===== src/rtl/forwarding_hazard_unit_pkg.sv =====
// Shared types for the forwarding/hazard unit: select encoding, shadow pipeline tag,
// and the writer-match / select helpers used by the EX-stage comparators.
package hazard_pkg;

   localparam int unsigned REG_ADDR_BITS = 5;

   typedef enum logic [1:0] {
      FWD_REG = 2'b00,
      FWD_WB  = 2'b01,
      FWD_MEM = 2'b10,
      FWD_IMM = 2'b11
   } fwd_sel_e;

   typedef struct packed {
      logic                     valid;
      logic [REG_ADDR_BITS-1:0] rd;
      logic                     reg_write;
      logic                     mem_read;
      logic                     uses_rs1;
      logic                     uses_rs2;
      logic                     alu_src_imm;
      logic [REG_ADDR_BITS-1:0] rs1;
      logic [REG_ADDR_BITS-1:0] rs2;
   } pipe_tag_t;

   localparam pipe_tag_t BUBBLE_TAG = '0;

   // x0 is hardwired to zero, so a write to it never produces a forwardable value
   function automatic logic writer_match(
      input logic                     valid,
      input logic                     reg_write,
      input logic [REG_ADDR_BITS-1:0] rd,
      input logic [REG_ADDR_BITS-1:0] src
   );
      return valid && reg_write && (rd != '0) && (rd == src);
   endfunction

   // MEM holds the newer writer, so it takes priority over WB
   function automatic fwd_sel_e fwd_select(
      input logic uses,
      input logic mem_hit,
      input logic wb_hit
   );
      if (!uses)        return FWD_REG;
      else if (mem_hit) return FWD_MEM;
      else if (wb_hit)  return FWD_WB;
      else              return FWD_REG;
   endfunction

endpackage


===== src/rtl/forwarding_hazard_unit_if.sv =====
// Pipeline-to-hazard-unit bundle: ID-stage decode fields in, mux selects and stall out.
// Optional HAZARD_STATS_EN adds the stall/forward counter outputs.
interface forwarding_hazard_unit_if #(
   parameter int unsigned data_bits     = 32,
   parameter int unsigned reg_addr_bits = 5
);

   logic                     id_valid;
   logic [reg_addr_bits-1:0] id_rs1;
   logic [reg_addr_bits-1:0] id_rs2;
   logic [reg_addr_bits-1:0] id_rd;
   logic                     id_uses_rs1;
   logic                     id_uses_rs2;
   logic                     id_alu_src_imm;
   logic                     id_reg_write;
   logic                     id_mem_read;
   logic                     ex_flush;
   logic                     pipe_hold;

   logic [1:0]               forward_controller_1;
   logic [1:0]               forward_controller_2;
   logic [1:0]               store_data_forward;
   logic                     stall_if_id;
   logic                     bubble_id_ex;

`ifdef HAZARD_STATS_EN
   logic [data_bits-1:0]     stall_count;
   logic [data_bits-1:0]     forward_count;

   modport master (
      output id_valid, id_rs1, id_rs2, id_rd, id_uses_rs1, id_uses_rs2,
             id_alu_src_imm, id_reg_write, id_mem_read, ex_flush, pipe_hold,
      input  forward_controller_1, forward_controller_2, store_data_forward,
             stall_if_id, bubble_id_ex, stall_count, forward_count
   );

   modport slave (
      input  id_valid, id_rs1, id_rs2, id_rd, id_uses_rs1, id_uses_rs2,
             id_alu_src_imm, id_reg_write, id_mem_read, ex_flush, pipe_hold,
      output forward_controller_1, forward_controller_2, store_data_forward,
             stall_if_id, bubble_id_ex, stall_count, forward_count
   );
`else
   logic [data_bits-1:0]     unused_stats_w;
   assign unused_stats_w = '0;

   modport master (
      output id_valid, id_rs1, id_rs2, id_rd, id_uses_rs1, id_uses_rs2,
             id_alu_src_imm, id_reg_write, id_mem_read, ex_flush, pipe_hold,
      input  forward_controller_1, forward_controller_2, store_data_forward,
             stall_if_id, bubble_id_ex
   );

   modport slave (
      input  id_valid, id_rs1, id_rs2, id_rd, id_uses_rs1, id_uses_rs2,
             id_alu_src_imm, id_reg_write, id_mem_read, ex_flush, pipe_hold,
      output forward_controller_1, forward_controller_2, store_data_forward,
             stall_if_id, bubble_id_ex
   );
`endif

endinterface


===== src/rtl/forwarding_hazard_unit_tag_stage.sv =====
// One shadow-pipeline tag register: hold freezes it, bubble loads an empty tag.
module hazard_tag_stage
   import hazard_pkg::*;
(
   input  logic      clk,
   input  logic      rst,
   input  logic      hold_i,
   input  logic      bubble_i,
   input  pipe_tag_t tag_i,
   output pipe_tag_t tag_o
);

   pipe_tag_t tag_d;
   pipe_tag_t tag_q;

   always_comb begin
      tag_d = tag_q;
      if (!hold_i) begin
         tag_d = bubble_i ? BUBBLE_TAG : tag_i;
      end
   end

   always_ff @(posedge clk) begin
      if (rst) tag_q <= BUBBLE_TAG;
      else     tag_q <= tag_d;
   end

   assign tag_o = tag_q;

endmodule


===== src/rtl/forwarding_hazard_unit.sv =====
// EX operand-forwarding selects and load-use stall for the 5-stage pipeline.
// Optional HAZARD_STATS_EN adds saturating stall_count / forward_count outputs.
module forwarding_hazard_unit
   import hazard_pkg::*;
#(
   parameter int unsigned data_bits     = 32,
   parameter int unsigned reg_addr_bits = 5
)(
   input logic                     clk,
   input logic                     rst,
   forwarding_hazard_unit_if.slave hz
);

   pipe_tag_t id_tag;
   pipe_tag_t ex_tag;
   pipe_tag_t mem_tag;
   pipe_tag_t wb_tag;

   logic      stall;
   logic      ex_bubble;

   logic [reg_addr_bits-1:0] ex_rd;

   logic      mem_hit1, mem_hit2, wb_hit1, wb_hit2;
   fwd_sel_e  fc1_sel, fc2_sel, sdf_sel;

   always_comb begin
      id_tag             = BUBBLE_TAG;
      id_tag.valid       = hz.id_valid;
      id_tag.rd          = hz.id_rd;
      id_tag.reg_write   = hz.id_reg_write;
      id_tag.mem_read    = hz.id_mem_read;
      id_tag.uses_rs1    = hz.id_uses_rs1;
      id_tag.uses_rs2    = hz.id_uses_rs2;
      id_tag.alu_src_imm = hz.id_alu_src_imm;
      id_tag.rs1         = hz.id_rs1;
      id_tag.rs2         = hz.id_rs2;
   end

   assign ex_rd = ex_tag.rd;

   // Flush and hold both override the load-use stall
   always_comb begin
      stall = hz.id_valid && ex_tag.valid && ex_tag.mem_read && (ex_rd != '0) &&
              ((hz.id_uses_rs1 && (hz.id_rs1 == ex_rd)) ||
               (hz.id_uses_rs2 && (hz.id_rs2 == ex_rd)));
      if (hz.ex_flush || hz.pipe_hold) stall = 1'b0;
   end

   // Non-valid ID slots enter EX as an empty tag so a bubble never forwards
   assign ex_bubble = hz.ex_flush || stall || !hz.id_valid;

   hazard_tag_stage u_ex_stage (
      .clk      (clk),
      .rst      (rst),
      .hold_i   (hz.pipe_hold),
      .bubble_i (ex_bubble),
      .tag_i    (id_tag),
      .tag_o    (ex_tag)
   );

   hazard_tag_stage u_mem_stage (
      .clk      (clk),
      .rst      (rst),
      .hold_i   (hz.pipe_hold),
      .bubble_i (1'b0),
      .tag_i    (ex_tag),
      .tag_o    (mem_tag)
   );

   hazard_tag_stage u_wb_stage (
      .clk      (clk),
      .rst      (rst),
      .hold_i   (hz.pipe_hold),
      .bubble_i (1'b0),
      .tag_i    (mem_tag),
      .tag_o    (wb_tag)
   );

   always_comb begin
      mem_hit1 = writer_match(mem_tag.valid, mem_tag.reg_write, mem_tag.rd, ex_tag.rs1);
      mem_hit2 = writer_match(mem_tag.valid, mem_tag.reg_write, mem_tag.rd, ex_tag.rs2);
      wb_hit1  = writer_match(wb_tag.valid,  wb_tag.reg_write,  wb_tag.rd,  ex_tag.rs1);
      wb_hit2  = writer_match(wb_tag.valid,  wb_tag.reg_write,  wb_tag.rd,  ex_tag.rs2);

      fc1_sel  = fwd_select(ex_tag.uses_rs1, mem_hit1, wb_hit1);
      sdf_sel  = fwd_select(ex_tag.uses_rs2, mem_hit2, wb_hit2);
      fc2_sel  = ex_tag.alu_src_imm ? FWD_IMM : sdf_sel;
   end

   assign hz.forward_controller_1 = fc1_sel;
   assign hz.forward_controller_2 = fc2_sel;
   assign hz.store_data_forward   = sdf_sel;
   assign hz.stall_if_id          = stall;
   assign hz.bubble_id_ex         = stall;

   logic unused_tag_bits;
   assign unused_tag_bits = ^{mem_tag, wb_tag, hz.id_valid};

`ifdef HAZARD_STATS_EN
   logic [data_bits-1:0] stall_cnt_d, stall_cnt_q;
   logic [data_bits-1:0] fwd_cnt_d,   fwd_cnt_q;
   logic                 fwd_any;

   always_comb begin
      fwd_any = (fc1_sel == FWD_WB) || (fc1_sel == FWD_MEM) ||
                (fc2_sel == FWD_WB) || (fc2_sel == FWD_MEM) ||
                (sdf_sel == FWD_WB) || (sdf_sel == FWD_MEM);
      stall_cnt_d = stall_cnt_q;
      fwd_cnt_d   = fwd_cnt_q;
      if (!hz.pipe_hold) begin
         if (stall   && (stall_cnt_q != '1)) stall_cnt_d = stall_cnt_q + 1'b1;
         if (fwd_any && (fwd_cnt_q   != '1)) fwd_cnt_d   = fwd_cnt_q + 1'b1;
      end
   end

   always_ff @(posedge clk) begin
      if (rst) begin
         stall_cnt_q <= '0;
         fwd_cnt_q   <= '0;
      end else begin
         stall_cnt_q <= stall_cnt_d;
         fwd_cnt_q   <= fwd_cnt_d;
      end
   end

   assign hz.stall_count   = stall_cnt_q;
   assign hz.forward_count = fwd_cnt_q;
`else
   logic [data_bits-1:0] unused_stats;
   assign unused_stats = '0;
`endif

endmodule


===== src/flat_wrapper.sv =====
// flat-port wrapper written by rule: the top's interface ports become plain ports
module forwarding_hazard_unit_flat import hazard_pkg::*;
#(
   parameter int unsigned data_bits     = 32,
   parameter int unsigned reg_addr_bits = 5
)
  (clk, rst, hz_id_valid, hz_id_rs1, hz_id_rs2, hz_id_rd, hz_id_uses_rs1, hz_id_uses_rs2, hz_id_alu_src_imm, hz_id_reg_write, hz_id_mem_read, hz_ex_flush, hz_pipe_hold, hz_forward_controller_1, hz_forward_controller_2, hz_store_data_forward, hz_stall_if_id, hz_bubble_id_ex);
  forwarding_hazard_unit_if #(.data_bits(data_bits), .reg_addr_bits(reg_addr_bits)) hz_i ();
  input logic clk;
  input logic rst;
  input wire logic [$bits(hz_i.id_valid)-1:0] hz_id_valid;
  input wire logic [$bits(hz_i.id_rs1)-1:0] hz_id_rs1;
  input wire logic [$bits(hz_i.id_rs2)-1:0] hz_id_rs2;
  input wire logic [$bits(hz_i.id_rd)-1:0] hz_id_rd;
  input wire logic [$bits(hz_i.id_uses_rs1)-1:0] hz_id_uses_rs1;
  input wire logic [$bits(hz_i.id_uses_rs2)-1:0] hz_id_uses_rs2;
  input wire logic [$bits(hz_i.id_alu_src_imm)-1:0] hz_id_alu_src_imm;
  input wire logic [$bits(hz_i.id_reg_write)-1:0] hz_id_reg_write;
  input wire logic [$bits(hz_i.id_mem_read)-1:0] hz_id_mem_read;
  input wire logic [$bits(hz_i.ex_flush)-1:0] hz_ex_flush;
  input wire logic [$bits(hz_i.pipe_hold)-1:0] hz_pipe_hold;
  output wire logic [$bits(hz_i.forward_controller_1)-1:0] hz_forward_controller_1;
  output wire logic [$bits(hz_i.forward_controller_2)-1:0] hz_forward_controller_2;
  output wire logic [$bits(hz_i.store_data_forward)-1:0] hz_store_data_forward;
  output wire logic [$bits(hz_i.stall_if_id)-1:0] hz_stall_if_id;
  output wire logic [$bits(hz_i.bubble_id_ex)-1:0] hz_bubble_id_ex;
  assign hz_i.id_valid = hz_id_valid;
  assign hz_i.id_rs1 = hz_id_rs1;
  assign hz_i.id_rs2 = hz_id_rs2;
  assign hz_i.id_rd = hz_id_rd;
  assign hz_i.id_uses_rs1 = hz_id_uses_rs1;
  assign hz_i.id_uses_rs2 = hz_id_uses_rs2;
  assign hz_i.id_alu_src_imm = hz_id_alu_src_imm;
  assign hz_i.id_reg_write = hz_id_reg_write;
  assign hz_i.id_mem_read = hz_id_mem_read;
  assign hz_i.ex_flush = hz_ex_flush;
  assign hz_i.pipe_hold = hz_pipe_hold;
  assign hz_forward_controller_1 = hz_i.forward_controller_1;
  assign hz_forward_controller_2 = hz_i.forward_controller_2;
  assign hz_store_data_forward = hz_i.store_data_forward;
  assign hz_stall_if_id = hz_i.stall_if_id;
  assign hz_bubble_id_ex = hz_i.bubble_id_ex;
  forwarding_hazard_unit #(.data_bits(data_bits), .reg_addr_bits(reg_addr_bits)) u_core (.clk(clk), .rst(rst), .hz(hz_i));
endmodule

===== config.mk =====
export PLATFORM = sky130hd
export DESIGN_NAME = forwarding_hazard_unit_flat
export DESIGN_NICKNAME = d
export VERILOG_FILES = /design/src/rtl/forwarding_hazard_unit_pkg.sv /design/src/rtl/forwarding_hazard_unit_if.sv /design/src/rtl/forwarding_hazard_unit_tag_stage.sv /design/src/rtl/forwarding_hazard_unit.sv /design/src/flat_wrapper.sv
export SDC_FILE = /design/constraint.sdc
export NUM_CORES = 1
export LEC_CHECK = 0
export CORE_MARGIN = 3
export CORE_UTILIZATION = 40
export DETAILED_ROUTE_END_ITERATION = 10
export PLACE_DENSITY = 0.74
export SYNTH_ARGS = -nofsm -noshare
export SYNTH_HDL_FRONTEND = slang
export SYNTH_SLANG_ARGS = --single-unit

===== constraint.sdc =====
create_clock -name clk -period 1.7 [get_ports clk]
set_input_delay 0.34 -clock clk [delete_from_list [all_inputs] [get_ports clk]]
set_output_delay 0.34 -clock clk [all_outputs]
set_load 0.01 [all_outputs]

Word-level counts from Yosys, hierarchy flattened
Index checks and enable logic that the tools add are counted.
{ "word_totals": {"register_bits": 35, "input_bits": 25, "out_inout_bits": 8, "word_cells": 52} }
{ "op_classes": {"n_eq_ne": 6, "mux": 9, "reduce_logical": 22} }
{ "ops": {"columns": ["op", "count"], "rows": [
  ["$eq A5 B5 Y1", 6],
  ["$mux W21", 1],
  ["$reduce_bool A5 Y1", 3],
  ["$logic_and A1 B1 Y1", 14],
  ["$mux W2", 5],
  ["$logic_or A1 B1 Y1", 4],
  ["$mux W1", 3],
  ["$logic_not A1 Y1", 1]
]} }

Depth between registers and ports, before layout
Gate-level depths: netlist of run 1.
{ "logic_depth": {"depth_word": 8, "ltp_mapped": 6, "depth_no_buf": 4} }

Modules after synthesis
From an unflattened synthesis of run 1, not the netlist that was laid out.
{ "unflattened": {"cells_unflattened": 341, "area_unflattened_um2": 3355.7} }
{ "modules_own_cells": {"columns": ["module", "instances", "cells_each", "area_per_inst_um2", "seq_area_each_um2"], "rows": [
  ["hazard_tag_stage", 3, 93, 959.7, 420.4],
  ["forwarding_hazard_unit", 1, 62, 476.7, 0.0]
]} }

Worst setup path before layout of run 1
Ideal clock, no wire load.
{ "synth_path": {"kind": "input -> output", "start": "in hz_pipe_hold", "end": "out hz_stall_if_id", "arrival_ns": 1.702, "required_ns": 1.360, "setup_slack_ns": -0.342, "cell_stages": 5, "n_path_buf": 3, "cell_sequence": "buf_4 or3b_1 clkbuf_1 nor3b_1 buf_4"} }
{ "synth_via": {"elab_chain_len": 2} }
{ "synth_lines": {"columns": ["element", "line", "source"], "rows": [
  ["start: declaration", "flat_wrapper.sv:21", "input wire logic [$bits(hz_i.pipe_hold)-1:0] hz_pipe_hold;"],
  ["$logic_or A1 B1 Y1", "forwarding_hazard_unit.sv:47", "if (hz.ex_flush || hz.pipe_hold) stall = 1'b0;"],
  ["$mux W1", "forwarding_hazard_unit.sv:47", null],
  ["end: declaration", "flat_wrapper.sv:25", "output wire logic [$bits(hz_i.stall_if_id)-1:0] hz_stall_if_id;"]
]} }
Every way passes these cells.

Worst setup path after layout of run 1
{ "layout_path": {"start": "reg u_core.u_mem_stage.tag_q (netlist bit u_core.u_mem_stage.tag_o[18])", "end": "out hz_forward_controller_2[0]"} }
{ "layout_via": {"elab_chain_len": 6, "word_cells_on_any_way": 7, "classes_between": "eq/ne: 1; mux: 3; reduce/logical: 3"} }
{ "layout_lines": {"columns": ["element", "line", "source"], "rows": [
  ["start: declaration", "forwarding_hazard_unit_tag_stage.sv:14", "pipe_tag_t tag_q;"],
  ["start signal: assignment", "forwarding_hazard_unit_tag_stage.sv:25", "else tag_q <= tag_d;"],
  ["$reduce_bool A5 Y1", "forwarding_hazard_unit_pkg.sv:35", "return valid && reg_write && (rd != '0) && (rd == src);"],
  ["$logic_and A1 B1 Y1", "forwarding_hazard_unit_pkg.sv:35", null],
  ["$logic_and A1 B1 Y1 *", "forwarding_hazard_unit_pkg.sv:35", null],
  ["$mux W2 *", "forwarding_hazard_unit_pkg.sv:45", "else if (mem_hit) return FWD_MEM;"],
  ["$mux W2 *", "forwarding_hazard_unit_pkg.sv:44", "if (!uses) return FWD_REG;"],
  ["$mux W2 *", "forwarding_hazard_unit.sv:88", "fc2_sel = ex_tag.alu_src_imm ? FWD_IMM : sdf_sel;"],
  ["end: declaration", "flat_wrapper.sv:23", "output wire logic [$bits(hz_i.forward_controller_2)-1:0] hz_forward_controller_2;"]
]} }
Mark *: on every way between the ends. The rest lies on a longest branch, timed or not.

==> impl_metrics.csv, run 1 <==
group,metric,value,unit
setup_path,end_kind,"output port",
synthesis,synth_top_area_share,0.330,
die,die_h,78.9,um
die,rows,25,
setup_path,r2r_slack,-60,ps
min_path,min_to,"u_core.u_wb_stage.tag_o[20]",
drt,drt-initial-drc-count,112,
setup_path,r2r_start,"u_core.u_ex_stage.tag_o[15]",
synthesis,synthXorXnorAreaFrac,0.124,
cells_and_area,drive_gt1_frac,0.368,
min_path,whs_path_depth,2,
timing,setup_ws,-511,ps
timing,fmax,452,MHz
global_routing,grt_max_degree,56,
min_path,min_from,"u_core.u_wb_stage.tag_o[20]",
power,swShare,0.265,
synthesis,synth_nets,250,
clocking,clk_pin_slew,60,ps
die,pin_count,33,
synthesis,seq_area_frac_synth,0.330,
synthesis,synthAdderAreaFrac,0,
die,die_area,6230,um2
timing,slew_violations,0,
timing,worst_pin_slew,351,ps
clocking,cts_buffers,5,
setup_path,reg2reg_to,"u_core.u_ex_stage.tag_o[20]",
setup_path,cp_data_arrival_time,1870,ps
timing,setup_viol,9,
drt,drcViolationCount,0,
place,gp_congestion,0.870,
synthesis,ys_top_cells_by_area,"dfxtp_1 (33%), xnor2_1 (9.1%), o21ai_2 (7.8%)",
synthesis,syn-cell-area,2130,um2
clocking,clk_latency,280,ps
timing,fin_crit,2210,ps
synthesis,synth_top_cell_by_area,"dfxtp_1",
synthesis,synth_compound_area_frac,0.195,
synthesis,synth_edf_count,0,
power,power,0.00179,W
synthesis,synth_flop_cell,"dfxtp_1",
global_routing,grt_pass1_wl,9450,um
power,power_density,593,nW/um2
clocking,cts_hold_buffers,0,
synthesis,synth_cell_types,36,
cells_and_area,nFillCells,436,
place,portBuffers,32,
outcome,violations,"setup timing",
setup_path,worst_setup_path_start_kind,"flip-flop",
cells_and_area,insertedDiodeCount,0,
cells_and_area,multi_input_area,1420,um2
power,peakVddDrop,0.428,mV
drt,firstDrtPassIters,4,
global_routing,groute.usage.overall,0.192,
run,drv_cap,0,
timing,relSlewSlack,0.764,
timing,fin_worst_skew,3.52,ps
global_routing,gr-total-overflow,0,
timing,holdWs,510,ps
synthesis,syn_avg_cell_area,9.45,um2
drt,drt.antenna.violating_nets,0,
setup_path,cp.required,1360,ps
place,hpwlAfterDp,4080,um
synthesis,async_flop_share,0,
clocking,cts_tree,"done",
outcome,status,"finished with violations",
clocking,htree_num_levels,2,
power,p_switching,0.000475,W
global_routing,grt_pass1_vias,1933,
cells_and_area,layout.nets,322,
setup_path,cp_max_fo,4,
synthesis,synth_cells,225,
die,start_util,0.430,
drt,routed_via_density,5.56,
die,core_area,4940,um2
setup_path,crit_type,"flip-flop to output port",
cells_and_area,area_growth,42.1,%
timing,rsz0062_at_grt,"true",
synthesis,yosys.area_share.simple,0.237,
power,clock_power_share,0.304,
synthesis,yosys_warnings,0,
power,cellLeakagePower,1.25,nW
power,share_comb_of_total_power,0.206,
drt,wl_per_cell,16.5,um
power,seqPwrFrac,0.490,
power,p_int,0.00132,W
synthesis,ys_ff_latch,35,
setup_path,reg2reg_depth,6,
synthesis,synth_commonest_cells,"dfxtp_1 (35), nor3b_1 (22), xnor2_1 (22), a22oi_1 (20), nand3b_1 (20)",
clocking,cts_sinks,35,
min_path,hold_class,"flip-flop to flip-flop",
clocking,cts.path.max_buffers,2,
drt,routed_wl,5980,um
clocking,clk_root_buffer_cell,"clkbuf_8",
global_routing,antenna_found_initial,0,
place,place_area,2840,um2
synthesis,yosysMostFrequentCell,"dfxtp_1",
timing,period_share,1.30,
cells_and_area,regArea,714,um2
drt,vias,2017,
timing,hold_viol_final,0,
synthesis,synthMuxAreaShare,0.0659,
die,die_w,78.9,um
synthesis,synth_top_family_by_area,"simple AND/OR/NAND/NOR gates",
cells_and_area,final_area,3020,um2
[flip-flops by register name (all words and copies together) (netlist names)]
name	flops
u_core.u_mem_stage.tag_o	7
u_core.u_wb_stage.tag_o	7
u_core.u_ex_stage.tag_o	21
[power groups by stage]
stage	clock, W	combinational (W)	sequential [W]
floorplan	0	0.000185	0.000895
global placement	0	0.000350	0.000897
detailed placement	0	0.000355	0.000898
CTS	0.000555	0.000364	0.000879
global route	0.000582	0.000393	0.000882
finish	0.000545	0.000369	0.000879
[worst max-delay path by stage]
stage                                       from                         end  slack, ps  depth (start not counted)
floorplan            u_core.u_ex_stage.tag_o[15]              hz_stall_if_id        -80                          5
global placement                    hz_id_rs1[4]              hz_stall_if_id       -740                          6
detailed placement                  hz_id_rs2[0]             hz_bubble_id_ex       -740                          6
CTS                 u_core.u_mem_stage.tag_o[18]  hz_forward_controller_2[0]       -500                          6
global route        u_core.u_mem_stage.tag_o[18]  hz_forward_controller_2[0]       -580                          6
finish              u_core.u_mem_stage.tag_o[18]  hz_forward_controller_2[0]       -510                          6
[routing by layer]
layer  routed length [um]  part of all wire  track usage
met5                    0                 0            0
met2                 2970              0.50        0.333
met4                  123             0.021       0.0636
met3                  236             0.039       0.0351
met1                 2650              0.44        0.240
[what timing repair did]
action,4_1_cts,5_1_grt
endpoints found under the setup margin,29,16
pin swaps,7,9
gates cloned,0,1
gates resized for setup,57,9
buffers inserted,8,2
[metrics by stage]
stage                     worst slack (ps)  cells   util  setup TNS [ps]
final                                 -511    363  0.611           -3170
after global routing                  -580    363  0.611           -3760
after CTS                             -505    361  0.598           -3310
after detailed placement              -737    352  0.574           -9740
after global placement                -738    352  0.574           -9650
after floorplan                      -80.1    225      -            -179
[cell families (layout without fill, tap and decap cells)]
kind of cell	Yosys count	in the layout
AND/OR/NAND/NOR	77	77
buffers and inverters	20	91
multiplexers	14	14
AO/OA/AOI/OAI	49	49
XOR/XNOR	30	30
flip-flops	35	35
[cell type report]
class	instances	share of cell area
Clock buffer	6	0.0240
Inverter	1	0.00124
Multi-Input combinational cell	170	0.470
Sequential cell	35	0.236
Tap cell	67	0.0277
Timing Repair Buffer	84	0.241
[layout by cell type (no fill, tap or decap), types with 2 or more instances in the layout]
| master | instances |
|---|---|
| dfxtp_2 | 2 |
| mux2i_1 | 14 |
| nor3b_2 | 4 |
| nor2_1 | 14 |
| dfxtp_1 | 30 |
| buf_4 | 47 |
| buf_12 | 3 |
| or4_4 | 2 |
| nand4_1 | 3 |
| nand3b_1 | 20 |
| dlygate4sd2_1 | 8 |
| dlymetal6s2s_1 | 3 |
| xor2_1 | 8 |
| nand2_1 | 3 |
| dfxtp_4 | 3 |
| xnor2_1 | 19 |
| nor3b_1 | 17 |
| o21ai_2 | 19 |
| nand3_1 | 3 |
| buf_2 | 8 |
| clkbuf_8 | 5 |
| clkdlybuf4s50_1 | 13 |
| a22oi_1 | 20 |
| xnor2_2 | 3 |
| and2_1 | 2 |
| nor4_2 | 2 |
[worst max-delay path, cell delays in order (launching register included)]
cell      delay, ps
dfxtp_2         320
or4_4           520
o211ai_2        180
buf_4           150
nor4_4           50
o41ai_2         190
buf_2           180
Note: power is estimated with default switching activity, not from simulation.
==> run 2: changes to the inputs <==
--- a/config.mk
+++ b/config.mk
@@ -8,7 +8,8 @@
 export CORE_MARGIN = 3
 export CORE_UTILIZATION = 40
 export DETAILED_ROUTE_END_ITERATION = 10
-export PLACE_DENSITY = 0.74
+export DONT_BUFFER_PORTS = 1
+export PLACE_DENSITY = 0.65
 export SYNTH_ARGS = -nofsm -noshare
 export SYNTH_HDL_FRONTEND = slang
 export SYNTH_SLANG_ARGS = --single-unit
==> run 2 against run 1 <==
- the run still ends with setup timing left
- worst setup slack better by 87 ps
- critical path depth down 1
- global-route usage fell by 0.95 points
- cell count decreased by 15%
- clock power grew 25%
- via count decreased by 13%
- die area did not move
- flip-flop and latch count unchanged
==> impl_metrics.csv, run 2 (synthesis results as in run 1) <==
group,metric,value,unit
die,rows,25,
clocking,cts_tree,"done",
timing,relSlewSlack,0.681,
setup_path,worst_setup_path_start_kind,"flip-flop",
run,drv_cap,0,
global_routing,gr-total-overflow,0,
clocking,htree_num_levels,2,
drt,routed_wl,5300,um
global_routing,grt_max_degree,57,
clocking,cts_hold_buffers,0,
drt,drt-initial-drc-count,81,
cells_and_area,final_area,2610,um2
drt,vias,1749,
cells_and_area,nFillCells,496,
setup_path,crit_type,"flip-flop to output port",
cells_and_area,final_cell_mix,"dfxtp_1 (30), buf_4 (22), nand3b_1 (20), nor3b_1 (20), o21ai_2 (19)",
global_routing,grt_pass1_wl,8820,um
place,portBuffers,0,
place,dp.cells,298,
global_routing,groute.usage.overall,0.183,
place,place_area,2330,um2
timing,period_share,1.25,
min_path,hold_class,"primary input to flip-flop",
clocking,cts.path.max_buffers,2,
global_routing,antenna_found_initial,0,
timing,fin_worst_skew,5.06,ps
clocking,clk_latency,290,ps
clocking,clk_root_buffer_cell,"clkbuf_8",
setup_path,end_kind,"output port",
drt,firstDrtPassIters,4,
timing,setup_ws,-424,ps
die,die_area,6230,um2
global_routing,grt_pass1_vias,1771,
outcome,violations,"setup timing",
drt,wl_per_cell,17.1,um
clocking,clk_pin_slew,80,ps
cells_and_area,fin_util,0.527,
cells_and_area,drive_gt1_frac,0.354,
timing,fin_crit,2120,ps
cells_and_area,layout.nets,267,
timing,slew_violations,0,
place,gp_congestion,0.767,
cells_and_area,layoutNonFillerInstCount,310,
clocking,cts_buffers,5,
drt,drt.antenna.violating_nets,0,
timing,worst_pin_slew,474,ps
power,peakVddDrop,0.386,mV
timing,hold_viol_final,0,
die,core_area,4940,um2
cells_and_area,insertedDiodeCount,0,
timing,fmax,471,MHz
die,die_h,78.9,um
die,start_util,0.430,
timing,tns,-2390,ps
drt,routed_via_density,5.64,
drt,drcViolationCount,0,
setup_path,cp_max_fo,4,
die,pin_count,33,
timing,setup_viol,8,
power,cellLeakagePower,0.980,nW
power,power,0.00180,W
cells_and_area,largest_reg_flops,21,
setup_path,cp.required,1360,ps
die,die_w,78.9,um
cells_and_area,final_common_cell,"dfxtp_1",
setup_path,cp_data_arrival_time,1780,ps
power,power_density,690,nW/um2
timing,rsz0062_at_grt,"true",
outcome,status,"finished with violations",
clocking,cts_sinks,35,
place,hpwlAfterDp,3630,um
cells_and_area,area_growth,22.6,%
-- run 2: cell count changes in the layout (fill, tap and decap cells not counted), moves of 3 or more --
cell             before  now
a22oi_1              20   13
a22oi_2               0    7
buf_12                3    0
buf_2                 8    0
buf_4                47   22
buf_6                 1    5
clkdlybuf4s50_1      13    0
dlygate4sd2_1         8    0
dlymetal6s2s_1        3    0
nor3b_1              17   20
nor3b_2               4    1
xnor2_1              19   16
xnor2_2               3    6
-- run 2: area by class of cell --
cell class / count / area, um2 / share of cell area
clock buffers: 7 / 96.3 / 0.0370
clock inverters: 1 / 7.51 / 0.00288
inverters: 1 / 3.75 / 0.00144
multi-input cells: 170 / 1440 / 0.551
flip-flops and latches: 35 / 717 / 0.275
well taps: 67 / 83.8 / 0.0322
repair buffers: 29 / 262 / 0.100
-- run 2: metrics by stage --
step	hold WS [ps]	worst slack, ps
global route	91.4	-519
floorplan	461	-80.1
CTS	93.3	-452
finish	104	-424
detailed placement	411	-134
global placement	410	-102
-- run 2: worst max-delay path: stages, from the launching register on --
cell,delay [ps]
dfxtp_1,310
or4_4,530
o211ai_2,180
nor4_2,100
o41ai_2,210
buf_4,170
-- run 2: routing by layer --
layer | wire (um) | up-vias | global-route usage
met5 | 0 | - | 0
met4 | 98 | 0 | 0.0636
met3 | 286 | 9 | 0.0476
met2 | 2530 | 39 | 0.304
met1 | 2380 | 836 | 0.229
li1 | - | 865 | -
-- run 2: path summary, 6_finish.rpt --
kind                            depth (start not counted)  slack [ps]                     endpoint                    startpoint
worst max-delay path                                    5        -420   hz_forward_controller_2[0]  u_core.u_mem_stage.tag_o[18]
worst min-delay path                                    1         100  u_core.u_ex_stage.tag_o[20]                           rst
worst max register to register                          6          30  u_core.u_ex_stage.tag_o[15]   u_core.u_ex_stage.tag_o[17]
worst min register to register                          2         500  u_core.u_wb_stage.tag_o[20]   u_core.u_wb_stage.tag_o[20]
-- run 2: repair_timing --
item	in CTS	in global routing
buffers inserted	2	1
endpoints found under the setup margin	8	26
gates cloned	0	1
gates resized for setup	15	16
hold endpoints to repair	0	0
pin swaps	6	9
-- run 2: where the power goes --
part           internal (W)  leakage, nW  total (W)  switching, W
Sequential         0.000846        0.288   0.000882     0.0000365
Combinational      0.000133        0.642   0.000232     0.0000995
Clock              0.000369       0.0505   0.000683      0.000314
Total               0.00135        0.980    0.00180      0.000450
